$ cat config.mk
export PLATFORM = sky130hd
export DESIGN_NAME = stream_mux_rr_flat
export DESIGN_NICKNAME = d
export VERILOG_FILES = /design/src/rtl/stream_mux_rr_if.sv /design/src/rtl/stream_mux_rr.sv /design/src/flat_wrapper.sv
export SDC_FILE = /design/constraint.sdc
export NUM_CORES = 1
export LEC_CHECK = 0
export BUFFER_PORTS_ARGS = -buffer_cell sky130_fd_sc_hd__buf_2
export CAP_MARGIN = 30
export CORE_MARGIN = 5
export CORE_UTILIZATION = 37
export CTS_BUF_LIST = sky130_fd_sc_hd__clkbuf_8
export DETAILED_ROUTE_END_ITERATION = 16
export PLACE_DENSITY = 0.74
export RECOVER_POWER = 100
export SLEW_MARGIN = 20
export SYNTH_ARGS = -nofsm -noshare
export SYNTH_HDL_FRONTEND = slang
export SYNTH_SLANG_ARGS = --single-unit
$ cat constraint.sdc
create_clock -name clk -period 2.8 [get_ports clk]
set_clock_uncertainty 0.15 [all_clocks]
set_input_delay 0.14 -clock clk [delete_from_list [all_inputs] [get_ports clk]]
set_output_delay 0.14 -clock clk [all_outputs]
set_load 0.01 [all_outputs]
$ cat src/rtl/stream_mux_rr_if.sv
// Handshake bundle for stream_mux_rr: N input channels plus the single
// registered output stream. The mux connects through the slave modport.
// The producer/consumer side connects through the master modport.
interface stream_mux_rr_if #(
    parameter int N  = 4,
    parameter int W  = 8,
    parameter int SW = $clog2(N)
);
    logic [N*W-1:0] in_data;
    logic [N-1:0]   in_valid;
    logic [N-1:0]   in_last;
    logic [N-1:0]   in_ready;
    logic [W-1:0]   out_data;
    logic           out_last;
    logic [SW-1:0]  out_sel;
    logic           out_valid;
    logic           out_ready;

    modport master (
        output in_data, in_valid, in_last, out_ready,
        input  in_ready, out_data, out_last, out_sel, out_valid
    );

    modport slave (
        input  in_data, in_valid, in_last, out_ready,
        output in_ready, out_data, out_last, out_sel, out_valid
    );
endinterface

$ cat src/rtl/stream_mux_rr.sv
// stream_mux_rr: N-channel round-robin stream multiplexer with a single
// registered output stage (1-cycle latency, full throughput).
// Optional feature macro: STREAM_MUX_LAST_EN enables packet-atomic arbitration.
// With the macro, a channel keeps the grant from its first beat until its
// in_last beat, and the pointer advances only on last beats. Without it,
// every beat is arbitrated independently and out_last is tied to 0.
module stream_mux_rr #(
    parameter int N  = 4,
    parameter int W  = 8,
    parameter int SW = $clog2(N)
) (
    input logic            clk,
    input logic            rst,
    stream_mux_rr_if.slave bus
);

    // Output register stage and arbitration state.
    logic [W-1:0]  data_p1;
    logic          last_p1;
    logic [SW-1:0] sel_p1;
    logic          vld_p1;
    logic [SW-1:0] ptr;

`ifdef STREAM_MUX_LAST_EN
    logic          lock;
    logic [SW-1:0] lock_ch;
`endif

    // Combinational arbitration signals.
    logic          load;
    logic          found;
    logic [SW-1:0] gidx;
    logic [N-1:0]  grant;
    logic          xfer;
    logic [W-1:0]  data_sel;
    logic          last_sel;
    int            scan_pos;
    logic [SW-1:0] scan_idx;

    // Next round-robin position after channel g, wrapping at N-1.
    function automatic logic [SW-1:0] next_ptr(input logic [SW-1:0] g);
        if (int'(g) == N - 1)
            return '0;
        else
            return g + SW'(1);
    endfunction

    assign load = !vld_p1 | bus.out_ready;
    assign xfer = load & found;

    // Pick the first valid channel scanning upward from ptr (or the locked channel).
    always_comb begin
        found    = 1'b0;
        gidx     = '0;
        grant    = '0;
        scan_pos = 0;
        scan_idx = '0;
`ifdef STREAM_MUX_LAST_EN
        if (lock) begin
            gidx  = lock_ch;
            found = bus.in_valid[lock_ch];
        end else begin
`else
        begin
`endif
            for (int k = 0; k < N; k++) begin
                scan_pos = int'(ptr) + k;
                if (scan_pos >= N)
                    scan_pos = scan_pos - N;
                scan_idx = SW'(scan_pos);
                if (!found && bus.in_valid[scan_idx]) begin
                    found = 1'b1;
                    gidx  = scan_idx;
                end
            end
        end
        if (found)
            grant[gidx] = 1'b1;
    end

    // Select the granted channel's data and end-of-packet flag.
    always_comb begin
        data_sel = '0;
        last_sel = 1'b0;
        for (int i = 0; i < N; i++) begin
            if (grant[i]) begin
                data_sel = bus.in_data[i*W +: W];
`ifdef STREAM_MUX_LAST_EN
                last_sel = bus.in_last[i];
`endif
            end
        end
    end

`ifndef STREAM_MUX_LAST_EN
    // in_last has no effect in per-beat mode.
    logic unused_in_last;
    assign unused_in_last = ^bus.in_last;
`endif

    assign bus.in_ready  = load ? grant : '0;

    assign bus.out_data  = data_p1;
    assign bus.out_last  = last_p1;
    assign bus.out_sel   = sel_p1;
    assign bus.out_valid = vld_p1;

    // ---- stage p1: output register, pointer and lock update ----
    // Load a granted beat, drain to empty when nothing is granted, hold when stalled.
    always_ff @(posedge clk) begin
        if (rst) begin
            data_p1 <= '0;
            last_p1 <= 1'b0;
            sel_p1  <= '0;
            vld_p1  <= 1'b0;
            ptr     <= '0;
`ifdef STREAM_MUX_LAST_EN
            lock    <= 1'b0;
            lock_ch <= '0;
`endif
        end else if (load) begin
            if (xfer) begin
                data_p1 <= data_sel;
                sel_p1  <= gidx;
                vld_p1  <= 1'b1;
`ifdef STREAM_MUX_LAST_EN
                last_p1 <= last_sel;
                if (last_sel) begin
                    lock <= 1'b0;
                    ptr  <= next_ptr(gidx);
                end else begin
                    lock    <= 1'b1;
                    lock_ch <= gidx;
                end
`else
                last_p1 <= 1'b0;
                ptr     <= next_ptr(gidx);
`endif
            end else begin
                vld_p1 <= 1'b0;
            end
        end
    end

endmodule

$ cat src/flat_wrapper.sv
// flat-port wrapper written by rule: the top's interface ports become plain ports
module stream_mux_rr_flat 
#(
    parameter int N  = 4,
    parameter int W  = 8,
    parameter int SW = $clog2(N)
)
  (clk, rst, bus_in_data, bus_in_valid, bus_in_last, bus_out_ready, bus_in_ready, bus_out_data, bus_out_last, bus_out_sel, bus_out_valid);
  stream_mux_rr_if #(.N(N), .W(W), .SW(SW)) bus_i ();
  input logic clk;
  input logic rst;
  input wire logic [$bits(bus_i.in_data)-1:0] bus_in_data;
  input wire logic [$bits(bus_i.in_valid)-1:0] bus_in_valid;
  input wire logic [$bits(bus_i.in_last)-1:0] bus_in_last;
  input wire logic [$bits(bus_i.out_ready)-1:0] bus_out_ready;
  output wire logic [$bits(bus_i.in_ready)-1:0] bus_in_ready;
  output wire logic [$bits(bus_i.out_data)-1:0] bus_out_data;
  output wire logic [$bits(bus_i.out_last)-1:0] bus_out_last;
  output wire logic [$bits(bus_i.out_sel)-1:0] bus_out_sel;
  output wire logic [$bits(bus_i.out_valid)-1:0] bus_out_valid;
  assign bus_i.in_data = bus_in_data;
  assign bus_i.in_valid = bus_in_valid;
  assign bus_i.in_last = bus_in_last;
  assign bus_i.out_ready = bus_out_ready;
  assign bus_in_ready = bus_i.in_ready;
  assign bus_out_data = bus_i.out_data;
  assign bus_out_last = bus_i.out_last;
  assign bus_out_sel = bus_i.out_sel;
  assign bus_out_valid = bus_i.out_valid;
  stream_mux_rr #(.N(N), .W(W), .SW(SW)) u_core (.clk(clk), .rst(rst), .bus(bus_i));
endmodule
==> After elaboration in Yosys (flattened, before gate mapping) <==
Index checks and enable logic that the tools add are counted.
{ "totals": {"input_bits": 43, "elab_cells": 64, "output_inout_bits": 16, "regBits": 13} }
{ "op_classes": {"muxes": 30, "addsub": 8, "order_cmp": 10, "n_reduce_logical": 9, "n_eq_ne": 1, "bitwise": 2} }
{ "op_table": {"columns": ["operator", "count"], "rows": [
  ["$mux W8", 4],
  ["$mux W2", 9],
  ["$lt A2 B3 Y1 const B", 5],
  ["$mux W1", 10],
  ["$ge A3 B3 Y1 const B", 3],
  ["$bmux W1 S2", 4],
  ["$mux W4", 2],
  ["$sub A2 B1 Y2 const B", 4],
  ["$add A2 B2 Y3 const B", 2],
  ["$logic_and A1 B1 Y1", 4],
  ["$logic_not A1 Y1", 4],
  ["$add A2 B1 Y3 const B", 1],
  ["$ge A2 B3 Y1 const B", 1],
  ["$add A2 B1 Y2 const B", 1],
  ["$demux W1 S2", 1],
  ["$eq A2 B1 Y1 const B", 1],
  ["$ge A2 B1 Y1 const B", 1],
  ["$reduce_and A2 Y1", 1],
  ["$and A1 B1 Y1", 1],
  ["$or A1 B1 Y1", 1]
]} }

==> Logic depth before layout (Yosys ltp) <==
Gate-level depths: netlist (run 1).
{ "depth": {"ltp_word": 23, "depth_mapped": 10, "ltp_nobuf": 9} }

==> Worst setup path before layout (run 1) <==
No wires, ideal clock.
{ "synth_path": {"path_kind": "reg-to-reg", "startpoint": "reg u_core.ptr[1]", "endpoint": "reg u_core.data_p1[0] (netlist: u_core.bus.out_data[0])", "setup_time_ps": 143, "arrival_time_ps": 2152, "slack_ps": 355, "n_path_buf": 1, "path_stages_with_launch": 11, "period_less_slack_ps": 2445, "required_time_ps": 2507, "path_cell_list": "dfxtp_1 > mux2i_1 > nor2_1 > nor3_1 > inv_1 > ha_1 > nor2b_2 > buf_6 > a221o_1 > a32oi_1 > a211oi_2"} }
{ "synth_between": {"elab_chain_len": 23, "elab_cells_between_ends": 49, "cone_classes": "add/sub (7); order compare (6); mux (27); bitwise (1); reduce/logical (8)"} }
{ "synth_rtl": {"columns": ["item", "line_no", "text"], "rows": [
  ["start, declared", "stream_mux_rr.sv:22", "logic [SW-1:0] ptr;"],
  ["start signal, assigned", "stream_mux_rr.sv:137", "ptr <= next_ptr(gidx);"],
  ["branches (longest 13 deep; another with $add A2 B1 Y3)", null, null],
  ["$mux W2 (*)", "stream_mux_rr.sv:71", "if (!found && bus.in_valid[scan_idx]) begin"],
  ["net u_core.gidx[0]", "stream_mux_rr.sv:32", "logic [SW-1:0] gidx;"],
  ["$lt A2 B3 Y1 (not written as such) or $ge A2 B1 Y1 (tied branches)", "stream_mux_rr.sv:78", "grant[gidx] = 1'b1;"],
  ["$logic_and A1 B1 Y1 (not written as such)", "stream_mux_rr.sv:78", null],
  ["$mux W1 (not written as such)", "stream_mux_rr.sv:78", null],
  ["$demux W1 S2 (*)", null, null],
  ["$mux W4 (*)", "stream_mux_rr.sv:77", "if (found)"],
  ["$mux W8 (3 in series)", "stream_mux_rr.sv:86", "if (grant[i]) begin"],
  ["$mux W8 (*)", "stream_mux_rr.sv:86", null],
  ["end signal, assigned", "stream_mux_rr.sv:123", "data_p1 <= data_sel;"],
  ["end, declared", "stream_mux_rr.sv:18", "logic [W-1:0] data_p1;"]
]} }
Mark *: on every way through the listed nets, which the timed path passes. The select of a mux whose other input is x is not followed.
A chain may end at the register's enable or synchronous reset.

==> Worst setup path after layout (run 1) <==
{ "layout_path": {"startpoint": "reg u_core.ptr[1]", "endpoint": "out bus_in_ready[3]"} }
{ "layout_between": {"elab_chain_len": 20, "elab_cells_between_ends": 44, "cone_classes": "add/sub (7); order compare (6); mux (24); reduce/logical (7)"} }
{ "layout_rtl": {"columns": ["item", "line_no", "text"], "rows": [
  ["branches (longest 13 deep; another with $add A2 B1 Y3)", null, null],
  ["$mux W2 (*)", "stream_mux_rr.sv:71", null],
  ["net u_core.gidx[0]", "stream_mux_rr.sv:32", null],
  ["$lt A2 B3 Y1 (not written as such) or $ge A2 B1 Y1 (tied branches)", "stream_mux_rr.sv:78", null],
  ["$logic_and A1 B1 Y1 (not written as such)", "stream_mux_rr.sv:78", null],
  ["$mux W1 (not written as such)", "stream_mux_rr.sv:78", null],
  ["$demux W1 S2 (*)", null, null],
  ["$mux W4 (*)", "stream_mux_rr.sv:77", null],
  ["$mux W4 (*)", "stream_mux_rr.sv:101", "assign bus.in_ready = load ? grant : '0;"],
  ["end, declared", "flat_wrapper.sv:16", "output wire logic [$bits(bus_i.in_ready)-1:0] bus_in_ready;"]
]} }
Marked as above.

==> impl_summary.log, run 1 <==
INFO  metric grtUsageTotal = 13.7%
INFO  metric chipHeight = 60.2 microns
INFO  metric grt_max_degree = 18
INFO  metric cts_max_path_buffers = 2
INFO  metric min-delay-path-class = in2reg
INFO  metric cp.buffers_inverters = 3
INFO  metric layout_commonest_cell = sky130_fd_sc_hd__buf_2
INFO  metric final_max_tran_viols = 0
INFO  metric tritoncts.num_buffers = 3
INFO  metric crit_top_cell = sky130_fd_sc_hd__clkbuf_1
INFO  metric detailroute.via_count = 951
INFO  metric gate_count_post_synth = 102
INFO  metric synthesis.nets = 149
INFO  metric drive_gt1_share = 36.8%
INFO  metric timing.setup.tns = 0 ns
INFO  metric path_clk_slew = 0.05 ns
INFO  metric slew-limit-headroom = 25.3%
INFO  metric seq_area_frac_synth = 27.9%
INFO  metric final_util = 49.6%
INFO  metric insertedDiodeCount = 0
INFO  metric clk_latency = 0.24 ns
INFO  metric grt_pass1_wl = 3.78 mm
INFO  metric worst_ir_drop_vdd = 0.388 mV
INFO  metric min_from = bus_out_ready
INFO  metric die_width = 60.2 microns
INFO  metric number_of_drc_violations_after_detailed_routing = 0
INFO  metric postCtsSetupRepairBufs = 0
INFO  metric layout.nets = 203
INFO  metric netlist-cell-type-count = 27
INFO  metric floorplan.initialDensity = 38.3%
INFO  metric cpMaxStageDelayCell = sky130_fd_sc_hd__dfxtp_1
INFO  metric timing.fmax = 390 MHz
INFO  metric timing.final.crit_period = 2.57 ns
INFO  metric mappedNetlistArea = 932 sq um
INFO  metric endpoint_kind = primary output
INFO  metric overflow = 0
INFO  metric postCtsHoldBufs = 0
INFO  metric powerDensity = 549 nW/um^2
INFO  metric vias_per_cell = 5.14
INFO  metric path_cells = mux2i_1, nor2_1, nor3_1, clkbuf_1, ha_1, clkbuf_1, and2_1, buf_2
INFO  metric numPortBuffers = 53
INFO  metric arrival = 2.28 ns
INFO  metric gp_congestion = 0.718
INFO  metric post_cts_resized = 0
INFO  metric h-tree-depth = 1
INFO  metric syn_area_per_cell = 9.14 sq um
INFO  metric die_area = 3620 sq um
INFO  metric first_global_vias = 908
INFO  metric routedWlPerCell = 13.8 microns
INFO  metric leakage = 0.000530 uW
INFO  metric timing_worst_slew_pin_value = 1.12 ns
INFO  metric crit_path_max_incr_delay = 0.43 ns
INFO  metric timing.critical_path.from_type = register
INFO  metric timing.final.hold_violations = 0
INFO  metric worst_setup_path_startpoint = u_core.ptr[1]$_SDFFE_PP0P_
INFO  metric run_status = complete, no violations
INFO  metric detail-route-antenna-nets = 0
INFO  metric drt-total-wl = 2.56 mm
INFO  metric timing_worst_setup_path_type = reg2out
INFO  metric core_area = 2430 sq um
INFO  metric worst_r2r_startpoint = u_core.ptr[1]$_SDFFE_PP0P_
INFO  metric std_cell_rows = 18
INFO  metric dp_hpwl = 1.98 mm
INFO  metric clock_sink_count = 13
INFO  metric grt_antenna_before_repair = 0
INFO  metric drt_first_iter_violations = 49
INFO  metric clk_root_buffer_cell = sky130_fd_sc_hd__clkbuf_8
INFO  metric top_level_i_o_count = 59
INFO  metric cp_data_required_time = 2.51 ns
INFO  metric yosysWarnings = 0
INFO  metric rsz_0062_raised_after_global_routing = no
INFO  metric final_min_period_over_clock_period = 91.6%
INFO  metric layout.cells.most_common_list = 40 x sky130_fd_sc_hd__buf_2, 15 x sky130_fd_sc_hd__clkbuf_1, 13 x sky130_fd_sc_hd__dfxtp_1
INFO  metric crit_family = buffers and inverters
INFO  metric tritoncts = built
INFO  metric detailedRoute.firstPassIterationCount = 4
INFO  metric synth-seq-cells = 13
INFO  metric detailed_place.area = 1200 sq um
INFO  metric timing.final.setup_violations = 0
INFO  metric worst-path-max-fanout = 9
INFO  metric maxCapViolations = 0
INFO  metric fin_area = 1210 sq um
INFO  metric areaGrowthSynthToFinish = 29.5%
sequential cells by signal (all words and copies together), names as in the netlist:
name,flops
u_core.bus.out_data,8
u_core.bus.out_sel,2
u_core.ptr,2
u_core.bus.out_valid,1
kinds of logic after synthesis:
group,synth area share [%]
AO/OA/AOI/OAI,34.2
adder cells (fa/ha/maj),5.37
buffers and inverters,8.19
flip-flops,27.9
multiplexers,1.07
other,0.402
AND/OR/NAND/NOR,22.8
area by class of cell:
type                            instances  area [sq um]
Timing Repair Buffer                   57           272
Clock inverter                          1          3.75
Sequential cell                        13           260
Tap cell                               30          37.5
Multi-Input combinational cell         77           578
Fill cell                             237          1220
Clock buffer                            3          41.3
Inverter                                4          15.0
metal layers:
| layer | vias up | GRT usage [%] | share of wire [%] | wire length, microns |
|---|---|---|---|---|
| met5 | - | 0 | 0 | 0 |
| met3 | 2 | 3.46 | 11 | 274 |
| li1 | 486 | - | - | - |
| met4 | 0 | 2.85 | 0.35 | 9 |
| met2 | 40 | 24.1 | 47 | 1200 |
| met1 | 423 | 16.6 | 42 | 1070 |
worst reg2reg max path: cells and delay by family, from the launching register on:
family | cells | cell delay (ns)
compound gates | 6 | 1.30
buf+inv | 1 | 0.13
flops | 1 | 0.43
fa+ha+maj | 1 | 0.39
cells in the mapped netlist, drive strengths merged:
| cell type | count | area, sq um |
|---|---|---|
| o21a | 1 | 7.51 |
| o22ai | 1 | 6.26 |
| a21oi | 5 | 25.0 |
| dfxtp | 13 | 260 |
| buf | 8 | 61.3 |
| or2b | 1 | 8.76 |
| nor4 | 1 | 21.3 |
| and2 | 4 | 25.0 |
| nor2b | 2 | 17.5 |
| a32o | 1 | 10.0 |
| o31ai | 1 | 7.51 |
| inv | 4 | 15.0 |
| a32oi | 8 | 70.1 |
| conb | 1 | 3.75 |
| nand2 | 3 | 11.3 |
| ha | 4 | 50.1 |
| a211oi | 9 | 113 |
| nand3 | 1 | 5.00 |
| nor2 | 13 | 51.3 |
| nor3 | 2 | 10.0 |
| nand2b | 10 | 62.6 |
| a221o | 8 | 80.1 |
| mux2i | 1 | 10.0 |
through the flow:
stage / power, uW / hold WS, ns / cells / setup WS, ns
after floorplan: 429 / 0.0546 / 102 / 0.355
after global placement: 509 / 0.308 / 181 / 0.375
after detailed placement: 516 / 0.307 / 181 / 0.285
after CTS: 682 / 0.0590 / 185 / 0.279
after global routing: 711 / 0.0622 / 185 / 0.0655
final: 662 / 0.0551 / 185 / 0.235
power breakdown:
group / switching [uW] / internal [uW] / total [uW]
logic: 146 / 126 / 273
clock network: 65.3 / 96.8 / 162
registers: 16.3 / 211 / 228
final timing paths:
kind | depth (start not counted) | slack [ns] | end
worst max-delay path | 8 | 0.23 | bus_in_ready[3]
worst min-delay path | 3 | 0.06 | u_core.bus.out_valid$_SDFFE_PP0N_
worst max register to register | 8 | 0.25 | u_core.bus.out_data[6]$_SDFFE_PP0P_
worst min register to register | 2 | 0.34 | u_core.bus.out_sel[1]$_SDFFE_PP0P_
(Power assumes the default switching activity.)
==> inputs of run 2 (changes only) <==
--- a/config.mk
+++ b/config.mk
@@ -9,10 +9,9 @@
 export CAP_MARGIN = 30
 export CORE_MARGIN = 5
 export CORE_UTILIZATION = 37
-export CTS_BUF_LIST = sky130_fd_sc_hd__clkbuf_8
+export CTS_BUF_LIST = sky130_fd_sc_hd__clkbuf_8 sky130_fd_sc_hd__clkbuf_16
 export DETAILED_ROUTE_END_ITERATION = 16
 export PLACE_DENSITY = 0.74
-export RECOVER_POWER = 100
 export SLEW_MARGIN = 20
 export SYNTH_ARGS = -nofsm -noshare
 export SYNTH_HDL_FRONTEND = slang
==> run 2 against run 1 <==
  * Die area did not move
  * Combinational power rose by 4%
  * Sequential power barely moved
  * Highest routed layer unchanged
  * Non-clock buffer count did not move
  * Largest power group unchanged
  * Power rose by 2.0%
  * Cell count did not move
  * Critical path type is now reg2reg
  * Wire length fell by 1.0%
==> impl_summary.log, run 2 (synthesis results as in run 1) <==
INFO  metric timing.critical_path.from_type = register (unchanged)
INFO  metric fin_hold_ws = 0.0617 ns (was 0.0551 ns)
INFO  metric layout_commonest_cell = sky130_fd_sc_hd__buf_2 (unchanged)
INFO  metric filler_cell_count = 226 (was 237)
INFO  metric drt_first_iter_violations = 51 (was 49)
INFO  metric worst-path-max-fanout = 17 (was 9)
INFO  metric clock_sink_count = 13 (unchanged)
INFO  metric timing.final.setup_violations = 0 (unchanged)
INFO  metric leakage = 0.000590 uW (was 0.000530 uW)
INFO  metric number_of_drc_violations_after_detailed_routing = 0 (unchanged)
INFO  metric worst_r2r_startpoint = u_core.ptr[1]$_SDFFE_PP0P_ (unchanged)
INFO  metric vias_per_cell = 5.11 (was 5.14)
INFO  metric maxCapViolations = 0 (unchanged)
INFO  metric final_setup_slack_of_the_worst_path = 0.273 ns (was 0.235 ns)
INFO  metric timing.fmax = 396 MHz (was 390 MHz)
INFO  metric worst-r2r-cell-count = 8 (unchanged)
INFO  metric endpoint_kind = register (was primary output)
INFO  metric floorplan.initialDensity = 38.3% (unchanged)
INFO  metric pre_cts_ws = 0.285 ns (unchanged)
INFO  metric worst_setup_path_startpoint = u_core.ptr[1]$_SDFFE_PP0P_ (unchanged)
INFO  metric clk_root_buffer_cell = sky130_fd_sc_hd__clkbuf_8 (unchanged)
INFO  metric first_global_vias = 908 (unchanged)
INFO  metric numPortBuffers = 53 (unchanged)
INFO  metric path_clk_slew = 0.05 ns (about the same)
INFO  metric arrival = 2.49 ns (was 2.28 ns)
INFO  metric postCtsHoldBufs = 0 (unchanged)
INFO  metric gp_congestion = 0.718 (unchanged)
INFO  metric worst_r2r_endpoint = u_core.bus.out_data[3]$_SDFFE_PP0P_ (was u_core.bus.out_data[6]$_SDFFE_PP0P_)
INFO  metric detailedRoute.firstPassIterationCount = 4 (unchanged)
INFO  metric drt-total-wl = 2.53 mm (was 2.56 mm)
INFO  metric timing.final.crit_period = 2.53 ns (was 2.57 ns)
INFO  metric chipHeight = 60.2 microns (unchanged)
INFO  metric drive_gt1_share = 47.7% (was 36.8%)
INFO  metric tritoncts.num_buffers = 3 (unchanged)
INFO  metric largest_register_ffs = 8 (unchanged)
INFO  metric final_min_period_over_clock_period = 90.2% (was 91.6%)
INFO  metric dp_hpwl = 1.98 mm (unchanged)
INFO  metric die_width = 60.2 microns (unchanged)
INFO  metric overflow = 0 (unchanged)
INFO  metric routedWlPerCell = 13.7 microns (was 13.8 microns)
INFO  metric areaGrowthSynthToFinish = 34.0% (was 29.5%)
INFO  metric clk_latency = 0.24 ns (about the same)
INFO  metric rsz_0062_raised_after_global_routing = no (unchanged)
INFO  metric min-delay-path-class = in2reg (unchanged)
INFO  metric cp_data_required_time = 2.77 ns (was 2.51 ns)
INFO  metric timing.final.hold_violations = 0 (unchanged)
INFO  metric timing_worst_slew_pin_value = 0.665 ns (was 1.12 ns)
INFO  metric cts_max_path_buffers = 2 (unchanged)
INFO  metric postCtsSetupRepairBufs = 0 (unchanged)
INFO  metric std_cell_rows = 18 (unchanged)
INFO  metric post_cts_resized = 0 (unchanged)
INFO  metric grt_antenna_before_repair = 0 (unchanged)
INFO  metric grt_pass1_wl = 3.78 mm (unchanged)
INFO  metric grt_max_degree = 18 (unchanged)
INFO  metric detailroute.via_count = 946 (was 951)
INFO  metric timing.setup.tns = 0 ns (unchanged)
INFO  metric slew-limit-headroom = 55.5% (was 25.3%)
INFO  metric tritoncts = built (unchanged)
INFO  metric core_area = 2430 sq um (unchanged)
INFO  metric timing.hold.worst_path_depth = 3 (unchanged)
INFO  metric worst_ir_drop_vdd = 0.380 mV (was 0.388 mV)
INFO  metric r2r_setup_slack = 0.27 ns (was 0.25 ns)
INFO  metric layout.cells.most_common_list = 53 x sky130_fd_sc_hd__buf_2, 13 x sky130_fd_sc_hd__dfxtp_1, 12 x sky130_fd_sc_hd__nor2_1 (was 40 x sky130_fd_sc_hd__buf_2, 15 x sky130_fd_sc_hd__clkbuf_1, 13 x sky130_fd_sc_hd__dfxtp_1)
INFO  metric critical_path.endpoint = u_core.bus.out_data[3]$_SDFFE_PP0P_ (was bus_in_ready[3])
INFO  metric top_level_i_o_count = 59 (unchanged)
INFO  metric detail-route-antenna-nets = 0 (unchanged)
INFO  metric h-tree-depth = 1 (unchanged)
INFO  metric layout.nets = 203 (unchanged)
INFO  metric timing_worst_setup_path_type = reg2reg (was reg2out)
INFO  metric die_area = 3620 sq um (unchanged)
INFO  metric grtUsageTotal = 13.7% (unchanged)
INFO  metric run_status = complete, no violations (unchanged)
INFO  metric powerDensity = 541 nW/um^2 (was 549 nW/um^2)
INFO  metric final_max_tran_viols = 0 (unchanged)
INFO  metric insertedDiodeCount = 0 (unchanged)
[run 2: cell types whose count changed in the layout (fill, tap and decap cells not counted), sizes merged]
cell	before	now
buf	42	57
clkbuf	18	3
[run 2: worst min path at each step]
stage               slack, ns                                   to                          startpoint
floorplan                0.05  u_core.bus.out_data[6]$_SDFFE_PP0P_                                 rst
global placement         0.31   u_core.bus.out_sel[1]$_SDFFE_PP0P_  u_core.bus.out_sel[1]$_SDFFE_PP0P_
detailed placement       0.31    u_core.bus.out_valid$_SDFFE_PP0N_                       bus_out_ready
CTS                      0.06    u_core.bus.out_valid$_SDFFE_PP0N_                       bus_out_ready
global route             0.07    u_core.bus.out_valid$_SDFFE_PP0N_                       bus_out_ready
finish                   0.06    u_core.bus.out_valid$_SDFFE_PP0N_                       bus_out_ready
[run 2: routing by layer]
| metal | global-route usage (%) | part of all wire (%) |
|---|---|---|
| met5 | 0 | 0 |
| met4 | 2.85 | 0.36 |
| met3 | 3.46 | 12 |
| met2 | 24.1 | 46 |
| met1 | 16.6 | 42 |
[run 2: cell type report]
type	count	area [sq um]	area share, %
repair buffers	57	295	23.6
inverters	4	15.0	1.20
well taps	30	37.5	3.01
flip-flops and latches	13	260	20.8
multi-input cells	77	596	47.7
clock buffers	3	41.3	3.31
clock inverters	1	3.75	0.301
[run 2: worst max-delay path: stages, from the launching register on]
cell and delay (ns):
sky130_fd_sc_hd__dfxtp_1 0.43, sky130_fd_sc_hd__a21oi_1 0.10, sky130_fd_sc_hd__o21a_1 0.17, sky130_fd_sc_hd__o22ai_1 0.35, sky130_fd_sc_hd__inv_1 0.13, sky130_fd_sc_hd__ha_1 0.39, sky130_fd_sc_hd__a221o_1 0.35, sky130_fd_sc_hd__a32oi_1 0.25
sky130_fd_sc_hd__a211oi_2 0.10
[run 2: stage by stage]
stage | power, uW | std cells | utilization, % | cell area [sq um]
3_5_place_dp | 516 | 181 | 49.5 | 1200
2_1_floorplan | 429 | 102 | - | 932
5_1_grt | 722 | 185 | 51.3 | 1250
3_3_place_gp | 509 | 181 | 49.5 | 1200
6_report | 676 | 185 | 51.3 | 1250
4_1_cts | 682 | 185 | 51.3 | 1250
[run 2: where the power goes]
part | total [uW] | switching, uW | internal (uW) | leakage [uW]
Sequential | 227 | 15.8 | 211 | 0.000108
Combinational | 284 | 147 | 137 | 0.000455
Clock | 164 | 67.5 | 96.9 | 0.0000269
Total | 676 | 230 | 445 | 0.000590
